<file path="config.mk">
export PLATFORM = sky130hd
export DESIGN_NAME = multicycle_ctrl_hs
export DESIGN_NICKNAME = d
export VERILOG_FILES = /design/src/rtl/ctrl_pkg.sv /design/src/rtl/ctrl_decode.sv /design/src/rtl/multicycle_ctrl_hs.sv
export SDC_FILE = /design/constraint.sdc
export NUM_CORES = 1
export LEC_CHECK = 0
export CAP_MARGIN = 40
export CORE_ASPECT_RATIO = 1.25
export CORE_MARGIN = 3
export CORE_UTILIZATION = 27
export CTS_BUF_LIST = sky130_fd_sc_hd__clkbuf_16
export DETAILED_ROUTE_END_ITERATION = 10
export GPL_TIMING_DRIVEN = 0
export SYNTH_ARGS = -nofsm -noshare
export SYNTH_HDL_FRONTEND = slang
export SYNTH_SLANG_ARGS = --single-unit
</file>
<file path="constraint.sdc">
create_clock -name clk -period 2.9 [get_ports clk]
set_clock_uncertainty 0.2 [all_clocks]
set_input_delay 0.725 -clock clk [delete_from_list [all_inputs] [get_ports clk]]
set_output_delay 0.725 -clock clk [all_outputs]
set_load 0.01 [all_outputs]
</file>
<file path="src/rtl/ctrl_pkg.sv">
// Shared encodings for the multi-cycle MIPS controller: FSM states, ALUOp codes,
// opcode/funct values and branch-condition codes.
package ctrl_pkg;

   typedef enum logic [2:0] {
      S_IF  = 3'd0,
      S_ID  = 3'd1,
      S_EX  = 3'd2,
      S_MEM = 3'd3,
      S_WB  = 3'd4
   } state_t;

   typedef enum logic [1:0] {
      BR_EQ  = 2'b00,
      BR_NE  = 2'b01,
      BR_LEZ = 2'b10,
      BR_GTZ = 2'b11
   } br_t;

   localparam int unsigned ALU_ADD    = 0;
   localparam int unsigned ALU_SUB    = 1;
   localparam int unsigned ALU_R_TYPE = 2;
   localparam int unsigned ALU_ADDIU  = 3;
   localparam int unsigned ALU_ANDI   = 4;
   localparam int unsigned ALU_SLTI   = 5;
   localparam int unsigned ALU_SLTIU  = 6;
   localparam int unsigned ALU_ORI    = 7;
   localparam int unsigned ALU_XORI   = 8;

   localparam logic [5:0] OP_RTYPE = 6'h00;
   localparam logic [5:0] OP_J     = 6'h02;
   localparam logic [5:0] OP_JAL   = 6'h03;
   localparam logic [5:0] OP_BEQ   = 6'h04;
   localparam logic [5:0] OP_BNE   = 6'h05;
   localparam logic [5:0] OP_BLEZ  = 6'h06;
   localparam logic [5:0] OP_BGTZ  = 6'h07;
   localparam logic [5:0] OP_ADDI  = 6'h08;
   localparam logic [5:0] OP_ADDIU = 6'h09;
   localparam logic [5:0] OP_SLTI  = 6'h0a;
   localparam logic [5:0] OP_SLTIU = 6'h0b;
   localparam logic [5:0] OP_ANDI  = 6'h0c;
   localparam logic [5:0] OP_ORI   = 6'h0d;
   localparam logic [5:0] OP_XORI  = 6'h0e;
   localparam logic [5:0] OP_LUI   = 6'h0f;
   localparam logic [5:0] OP_LW    = 6'h23;
   localparam logic [5:0] OP_SW    = 6'h2b;

   localparam logic [5:0] FN_SLL  = 6'h00;
   localparam logic [5:0] FN_SRL  = 6'h02;
   localparam logic [5:0] FN_SRA  = 6'h03;
   localparam logic [5:0] FN_JR   = 6'h08;
   localparam logic [5:0] FN_JALR = 6'h09;

   // ALU operation for the immediate/memory group; address and addi/lui use plain add
   function automatic int unsigned imm_aluop(input logic [5:0] op);
      case (op)
         OP_ADDIU: return ALU_ADDIU;
         OP_ANDI:  return ALU_ANDI;
         OP_SLTI:  return ALU_SLTI;
         OP_SLTIU: return ALU_SLTIU;
         OP_ORI:   return ALU_ORI;
         OP_XORI:  return ALU_XORI;
         default:  return ALU_ADD;
      endcase
   endfunction

   function automatic br_t branch_type(input logic [5:0] op);
      case (op)
         OP_BNE:  return BR_NE;
         OP_BLEZ: return BR_LEZ;
         OP_BGTZ: return BR_GTZ;
         default: return BR_EQ;
      endcase
   endfunction

endpackage

</file>
<file path="src/rtl/ctrl_decode.sv">
// Combinational opcode/funct classifier for the MIPS controller.
module ctrl_decode
   import ctrl_pkg::*;
#(
   parameter bit BR_EXT = 1'b1
) (
   input  logic [5:0] OpCode,
   input  logic [5:0] Funct,
   output logic       is_rtype,
   output logic       is_mem,
   output logic       is_imm_alu,
   output logic       is_branch,
   output logic       is_jump,
   output logic       is_illegal,
   output logic       is_shift,
   output logic       is_jreg
);

   always_comb begin
      is_rtype   = (OpCode == OP_RTYPE);
      is_mem     = (OpCode == OP_LW) || (OpCode == OP_SW);
      is_imm_alu = OpCode inside {OP_ADDI, OP_ADDIU, OP_SLTI, OP_SLTIU,
                                  OP_ANDI, OP_ORI, OP_XORI, OP_LUI};
      is_branch  = (OpCode == OP_BEQ) ||
                   (BR_EXT && (OpCode inside {OP_BNE, OP_BLEZ, OP_BGTZ}));
      is_jump    = (OpCode == OP_J) || (OpCode == OP_JAL);
      is_illegal = !(is_rtype || is_mem || is_imm_alu || is_branch || is_jump);
      is_shift   = is_rtype && (Funct inside {FN_SLL, FN_SRL, FN_SRA});
      is_jreg    = is_rtype && (Funct inside {FN_JR, FN_JALR});
   end

endmodule

</file>
<file path="src/rtl/multicycle_ctrl_hs.sv">
// Multi-cycle MIPS controller FSM with memory ready handshake, extended branches
// and illegal-opcode flag. Only the state register is sequential.
module multicycle_ctrl_hs
   import ctrl_pkg::*;
#(
   parameter int unsigned ALUOP_W = 4,
   parameter bit          MEM_HS  = 1'b1,
   parameter bit          BR_EXT  = 1'b1
) (
   input  logic               clk,
   input  logic               reset,
   input  logic [5:0]         OpCode,
   input  logic [5:0]         Funct,
   input  logic               mem_ready,
   output logic               PCWrite,
   output logic               PCWriteCond,
   output logic [1:0]         BranchType,
   output logic               IorD,
   output logic               MemRead,
   output logic               MemWrite,
   output logic               IRWrite,
   output logic [1:0]         MemtoReg,
   output logic [1:0]         RegDst,
   output logic               RegWrite,
   output logic               ExtOp,
   output logic               LuiOp,
   output logic [1:0]         ALUSrcA,
   output logic [1:0]         ALUSrcB,
   output logic [ALUOP_W-1:0] ALUOp,
   output logic [1:0]         PCSource,
   output logic               illegal,
   output logic [2:0]         state_o
);

   state_t state, state_nxt;
   logic   ready;
   logic   is_rtype, is_mem, is_imm_alu, is_branch, is_jump, is_illegal;
   logic   is_shift, is_jreg;

   ctrl_decode #(.BR_EXT(BR_EXT)) u_decode (
      .OpCode     (OpCode),
      .Funct      (Funct),
      .is_rtype   (is_rtype),
      .is_mem     (is_mem),
      .is_imm_alu (is_imm_alu),
      .is_branch  (is_branch),
      .is_jump    (is_jump),
      .is_illegal (is_illegal),
      .is_shift   (is_shift),
      .is_jreg    (is_jreg)
   );

   assign ready   = MEM_HS ? mem_ready : 1'b1;
   assign state_o = reset ? 3'd0 : state;

   always_ff @(posedge clk) begin
      if (reset) state <= S_IF;
      else       state <= state_nxt;
   end

   always_comb begin
      state_nxt   = S_IF;
      PCWrite     = 1'b0;
      PCWriteCond = 1'b0;
      BranchType  = '0;
      IorD        = 1'b0;
      MemRead     = 1'b0;
      MemWrite    = 1'b0;
      IRWrite     = 1'b0;
      MemtoReg    = '0;
      RegDst      = '0;
      RegWrite    = 1'b0;
      ExtOp       = 1'b0;
      LuiOp       = 1'b0;
      ALUSrcA     = '0;
      ALUSrcB     = '0;
      ALUOp       = '0;
      PCSource    = '0;
      illegal     = 1'b0;
      // Reset gates every output combinationally so strobes drop in the reset cycle itself
      if (!reset) begin
         case (state)
            S_IF: begin
               MemRead = 1'b1;
               ALUSrcB = 2'b01;
               ALUOp   = ALUOP_W'(ALU_ADD);
               if (ready) begin
                  IRWrite   = 1'b1;
                  PCWrite   = 1'b1;
                  state_nxt = S_ID;
               end else begin
                  state_nxt = S_IF;
               end
            end
            S_ID: begin
               ALUSrcB = 2'b11;
               ExtOp   = 1'b1;
               ALUOp   = ALUOP_W'(ALU_ADD);
               if (is_illegal) begin
                  illegal   = 1'b1;
                  state_nxt = S_IF;
               end else begin
                  state_nxt = S_EX;
               end
            end
            S_EX: begin
               if (is_rtype) begin
                  ALUSrcA = is_shift ? 2'b10 : 2'b01;
                  ALUSrcB = 2'b00;
                  if (is_jreg) begin
                     PCWrite   = 1'b1;
                     ALUOp     = ALUOP_W'(ALU_ADD);
                     state_nxt = S_IF;
                     if (Funct == FN_JALR) begin
                        RegDst   = 2'b01;
                        MemtoReg = 2'b10;
                        RegWrite = 1'b1;
                     end
                  end else begin
                     ALUOp     = ALUOP_W'(ALU_R_TYPE);
                     state_nxt = S_WB;
                  end
               end else if (is_mem || is_imm_alu) begin
                  ALUSrcA   = 2'b01;
                  ALUSrcB   = 2'b10;
                  ExtOp     = !(OpCode inside {OP_ANDI, OP_ORI, OP_XORI});
                  LuiOp     = (OpCode == OP_LUI);
                  ALUOp     = ALUOP_W'(imm_aluop(OpCode));
                  state_nxt = is_mem ? S_MEM : S_WB;
               end else if (is_branch) begin
                  ALUSrcA     = 2'b01;
                  ALUSrcB     = 2'b00;
                  ALUOp       = ALUOP_W'(ALU_SUB);
                  PCWriteCond = 1'b1;
                  PCSource    = 2'b01;
                  BranchType  = branch_type(OpCode);
               end else if (is_jump) begin
                  PCWrite  = 1'b1;
                  PCSource = 2'b10;
                  if (OpCode == OP_JAL) begin
                     RegDst   = 2'b10;
                     MemtoReg = 2'b10;
                     RegWrite = 1'b1;
                  end
               end
            end
            S_MEM: begin
               IorD     = 1'b1;
               MemRead  = (OpCode == OP_LW);
               MemWrite = (OpCode == OP_SW);
               if (!is_mem)               state_nxt = S_IF;
               else if (!ready)           state_nxt = S_MEM;
               else if (OpCode == OP_LW)  state_nxt = S_WB;
               else                       state_nxt = S_IF;
            end
            S_WB: begin
               RegWrite = 1'b1;
               if (is_rtype) begin
                  RegDst   = 2'b01;
                  MemtoReg = 2'b01;
               end else if (is_imm_alu) begin
                  MemtoReg = 2'b01;
               end
            end
            default: state_nxt = S_IF;
         endcase
      end
   end

endmodule
</file>
; ---- After elaboration in Yosys (flattened, before gate mapping)
; Cells that the tools add are included.
[totals]
register_bits = 3
out_inout_bits = 29
elab_cells = 142
[classes]
n_eq_ne = 24
muxes = 98
reduce_logical = 19
[ops]
columns = cell, count
row1 = 6-bit by 4-bit equality test with 1-bit output (second input constant), 10
row2 = 2-bit two-way mux, 30
row3 = 1-bit two-way mux, 46
row4 = 6-bit by 2-bit equality test with 1-bit output (second input constant), 4
row5 = 6-bit by 3-bit equality test with 1-bit output (second input constant), 4
row6 = 3-bit two-way mux, 8
row7 = 4-bit one-hot mux with 6 select lines, 1
row8 = 4-bit two-way mux, 4
row9 = 6-bit equality test (second input constant), 2
row10 = 6-bit logical NOT, 2
row11 = 2-bit one-hot mux with 3 select lines, 2
row12 = 3-bit one-hot mux with 4 select lines, 1
row13 = 3-bit nonzero test, 3
row14 = 1-bit logical OR, 8
row15 = 1-bit one-hot mux with 2 select lines, 4
row16 = 2-bit one-hot mux with 2 select lines, 2
row17 = 8-bit nonzero test, 1
row18 = 3-bit by 2-bit equality test with 1-bit output (second input constant), 2
row19 = 3-bit by 1-bit equality test with 1-bit output (second input constant), 1
row20 = 3-bit equality test (second input constant), 1
row21 = 3-bit logical NOT, 1
row22 = 1-bit logical AND, 2
row23 = 2-bit nonzero test, 1
row24 = 1-bit logical NOT, 1

; ---- Logic depth before layout (Yosys ltp)
[depth]
word_depth = 9
depth_mapped = 5

; ---- By module
; A second synthesis with hierarchy kept.
[hier_totals]
cells_unflattened = 107
area_unflattened_um2 = 716.9
[modules_own_cells]
columns = mod, n_inst, cells_each, area_each_um2, seq_area_each_um2
row1 = multicycle_ctrl_hs, 1, 90, 596.8, 60.1
row2 = ctrl_decode, 1, 17, 120.1, 0.0

; ---- Worst setup path before layout
; No wires, ideal clock.
[synth_path]
path_kind = input-to-output
startpoint = in OpCode[4]
endpoint = out RegDst[0]
t_arrival_ps = 2024
t_required_ps = 1975
setup_slack_ps = -49
path_stages = 4
n_path_buf = 1
path_cell_list = buf_6 or4_4 or3_4 a2111oi_4
[synth_between]
elab_chain_cells = 8
[synth_lines]
columns = element, line_no
row1 = from (decl), multicycle_ctrl_hs.sv:12  ; input logic [5:0] OpCode,
row2 = 6-bit by 3-bit equality test with 1-bit output or 6-bit by 2-bit equality test with 1-bit output (tied branches), "ctrl_decode.sv:25, ctrl_decode.sv:26"
row3 = 3-bit nonzero test or 1-bit logical OR (tied branches), "ctrl_decode.sv:25, ctrl_decode.sv:26"
row4 = 1-bit logical OR or 2-bit two-way mux (tied branches), "ctrl_decode.sv:24, multicycle_ctrl_hs.sv:137"
row5 = 2-bit two-way mux, multicycle_ctrl_hs.sv:130  ; end else if (is_branch) begin
row6 = 2-bit two-way mux, multicycle_ctrl_hs.sv:123  ; end else if (is_mem || is_imm_alu) begin
row7 = 2-bit two-way mux, multicycle_ctrl_hs.sv:107  ; if (is_rtype) begin
row8 = 2-bit one-hot mux with 2 select lines (*), multicycle_ctrl_hs.sv:82  ; case (state)
row9 = 2-bit two-way mux (*), multicycle_ctrl_hs.sv:81  ; if (!reset) begin
row10 = to (decl), multicycle_ctrl_hs.sv:23  ; output logic [1:0] RegDst,
; Every way passes the cells marked *; elsewhere a longest branch is shown, timed or not.

; ---- Final worst setup path
; Same ends and word-level chain as after synthesis.

==> impl_metrics.env <==
export IMPL_status="finished, violations left"
export IMPL_violations="setup timing"
export IMPL_max_slew_margin_rel=0.7107
export IMPL_cts_sinks=3
export IMPL_cts_tree="built"
export IMPL_stdcell_area_sq_um=1595
export IMPL_synth_seq_cells=3
export IMPL_fp_row_count=20
export IMPL_synth_nets=124
export IMPL_crit_required_ns=1.98
export IMPL_drtIter0Drc=57
export IMPL_wl_met1_microns=1272
export IMPL_maxCapViolCount=0
export IMPL_htreeDepth=1
export IMPL_top_regs="state x3"
export IMPL_grt_usage=0.1910
export IMPL_dieHeight_microns=63.41
export IMPL_cp_arrival_ns=2.19
export IMPL_yosys_area_top_type="nor2_1"
export IMPL_yosys_top_cells_area="nor2_1 (9.5%), dfxtp_1 (8.4%), nor3b_1 (6.3%), nand2_1 (4.7%), a21oi_1 (4.2%)"
export IMPL_tightest_slew_ns=0.4300
export IMPL_pre_cts_ws_ns=-1.179
export IMPL_coreArea_sq_um=2477
export IMPL_p_leak_nw=0.7213
export IMPL_drt_pre_antenna_iters=5
export IMPL_post_dp_hpwl_microns=1933
export IMPL_routedWlPerCell_microns=16.87
export IMPL_gp_routability_congestion=0.8114
export IMPL_syn_area_per_cell_sq_um=6.531
export IMPL_drc=0
export IMPL_fin_nets=194
export IMPL_dr_wl_met3_microns=276
export IMPL_ff2ff_setup_slack_ns=1.12
export IMPL_yosysSeqAreaShare=0.08436
export IMPL_fin_cells=211
export IMPL_drive_gt1_frac=0.5506
export IMPL_startpoint_type="input pin"
export IMPL_wl_met2_microns=1900
export IMPL_ios=44
export IMPL_grt_max_degree=11
export IMPL_rsz0062_at_grt="yes"
export IMPL_synth_area_sq_um=711.9
export IMPL_largest_register_ffs=3
export IMPL_viasPerCell=5.365
export IMPL_dieArea_sq_um=3293
export IMPL_clkTransAtPathRegs_ns=0.03
export IMPL_synth_cell_types=40
export IMPL_setup_slack_ns=-0.2156
export IMPL_peakVddDrop_mv=0.2663
export IMPL_path_class="in2out"
export IMPL_fmax_mhz=321.0
export IMPL_top_register="state"
export IMPL_grt_pass1_wl_microns=4802
export IMPL_regArea_sq_um=60.06
export IMPL_hold_viol_final=0
export IMPL_finalCritPeriodShare=1.074
export IMPL_numPlacedInstances=184
export IMPL_start_util=0.2874
export IMPL_area_growth_pct=124.1
export IMPL_p_total_w=0.0003970
export IMPL_hp_class="reg2reg"
export IMPL_num_vias=1132
export IMPL_grt_pass1_vias=1034
export IMPL_synth_top_area_frac=0.09490
export IMPL_fillers=200
export IMPL_maxSlewViolCount=0
export IMPL_root_buffer="clkbuf_16"
export IMPL_crit_fanout=4
export IMPL_multi_input_area_sq_um=755.7
export IMPL_dpl_cell_area_sq_um=1177
export IMPL_power_density_nw_per_um2=248.9
export IMPL_io_buffers=42
export IMPL_dieWidth_microns=51.93
export IMPL_finalSetupViolCount=10
export IMPL_synthCells=109
export IMPL_holdBufCountCts=0
export IMPL_grt_overflow=0
export IMPL_antenna_left=0
export IMPL_num_antenna_cells=0
export IMPL_min_period_ns=3.116
export IMPL_endpoint_kind="primary output"
export IMPL_postRouteWirelength_microns=3560
export IMPL_top_layer="met4"
export IMPL_numCtsBuffers=3
export IMPL_clkLatencyLatePin_ns=0.23
export IMPL_antenna_found_initial=0
export IMPL_yosys_warnings=0
export IMPL_clock_path_buffers=2
-- critical path, stage by stage --
cell       delay [ns]
buf_12           0.10
or4_4            0.55
or3_4            0.43
a2111oi_4        0.20
buf_2            0.19
-- placed cells by master (no fill, tap or decap), types with 2 or more instances in the layout --
cell type	n
a21oi_1	3
a21oi_2	3
and2_1	3
and3_1	2
buf_12	5
buf_2	19
buf_4	19
buf_6	11
clkbuf_16	3
clkbuf_2	4
clkdlybuf4s50_1	6
dfxtp_1	3
dlygate4sd2_1	6
dlymetal6s2s_1	2
inv_1	4
nand2_1	8
nand2b_1	3
nand3_1	2
nand3b_1	2
nor2_1	16
nor2_4	2
nor2b_1	3
nor3_1	3
nor3_2	3
nor3_4	2
nor3b_2	3
nor3b_4	2
nor4_4	2
o21ai_0	2
o21ai_2	2
or3_1	2
or4b_4	2
-- power by group --
part           internal [W]  switching, W
registers         0.0000428   0.000000896
logic             0.0000638     0.0000670
clock network      0.000178     0.0000441
-- layer usage --
| layer | GRT usage | vias up |
|---|---|---|
| met5 | 0 | - |
| li1 | - | 534 |
| met1 | 0.2109 | 528 |
| met3 | 0.03073 | 11 |
| met4 | 0.09508 | 0 |
| met2 | 0.3381 | 59 |
-- through the flow --
step                hold WS, ns  utilization  TNS [ns]
finish                   0.4980       0.6439    -1.170
global route             0.5568       0.6439    -1.935
floorplan                0.3933            -   -0.1552
global placement         0.4854       0.4753    -23.32
CTS                      0.4887       0.5631    -1.287
detailed placement       0.4995       0.4753    -23.48
-- logic make-up after synthesis --
| logic type | synth area share |
|---|---|
| buf+inv | 0.08787 |
| simple gates | 0.5922 |
| flops | 0.08436 |
| xor+xnor | 0.01230 |
| compound gates | 0.2232 |
-- area by class of cell --
type                            count  share of cell area
Buffer                              8             0.04627
Clock buffer                        3             0.04706
Tap cell                           33             0.02588
Sequential cell                     3             0.03765
Clock inverter                      1            0.002353
Multi-Input combinational cell     93              0.4737
Timing Repair Buffer               67              0.3600
Inverter                            3            0.007059
-- cells in the mapped netlist --
| master | count |
|---|---|
| a2111oi_4 | 1 |
| a21oi_1 | 6 |
| a31oi_1 | 1 |
| a32oi_1 | 1 |
| and2_1 | 4 |
| and3_1 | 2 |
| buf_1 | 1 |
| buf_2 | 2 |
| buf_4 | 1 |
| buf_6 | 1 |
| clkbuf_1 | 5 |
| dfxtp_1 | 3 |
| inv_1 | 3 |
| nand2_1 | 9 |
| nand2b_1 | 4 |
| nand3_1 | 3 |
| nand3b_1 | 2 |
| nand4_1 | 1 |
| nor2_1 | 18 |
| nor2b_1 | 3 |
| nor3_1 | 6 |
| nor3_2 | 1 |
| nor3_4 | 1 |
| nor3b_1 | 6 |
| nor4_1 | 2 |
| nor4_2 | 1 |
| nor4b_1 | 1 |
| o2111ai_1 | 1 |
| o21a_1 | 1 |
| o21ai_0 | 4 |
| o21ba_2 | 1 |
| o22a_1 | 1 |
| o31ai_1 | 2 |
| o41ai_2 | 1 |
| or2_2 | 2 |
| or3_1 | 2 |
| or3_4 | 1 |
| or4_4 | 1 |
| or4b_1 | 2 |
| xor2_1 | 1 |
-- timing repair --
item / 4_1_cts / 5_1_grt
endpoints found under the hold margin: 0 / 0
endpoints found under the setup margin: 29 / 21
pin swaps: 21 / 16
setup buffers: 15 / 10
resized for setup: 151 / 31
-- path summary, 6_finish.rpt --
check | cells past startpoint | startpoint | to
max reg2reg | 3 | state[2] | state[2]
max | 5 | OpCode[4] | RegDst[0]
min | 3 | state[1] | state[2]
min reg2reg | 3 | state[1] | state[2]
Power figures use the tool's default switching activity.
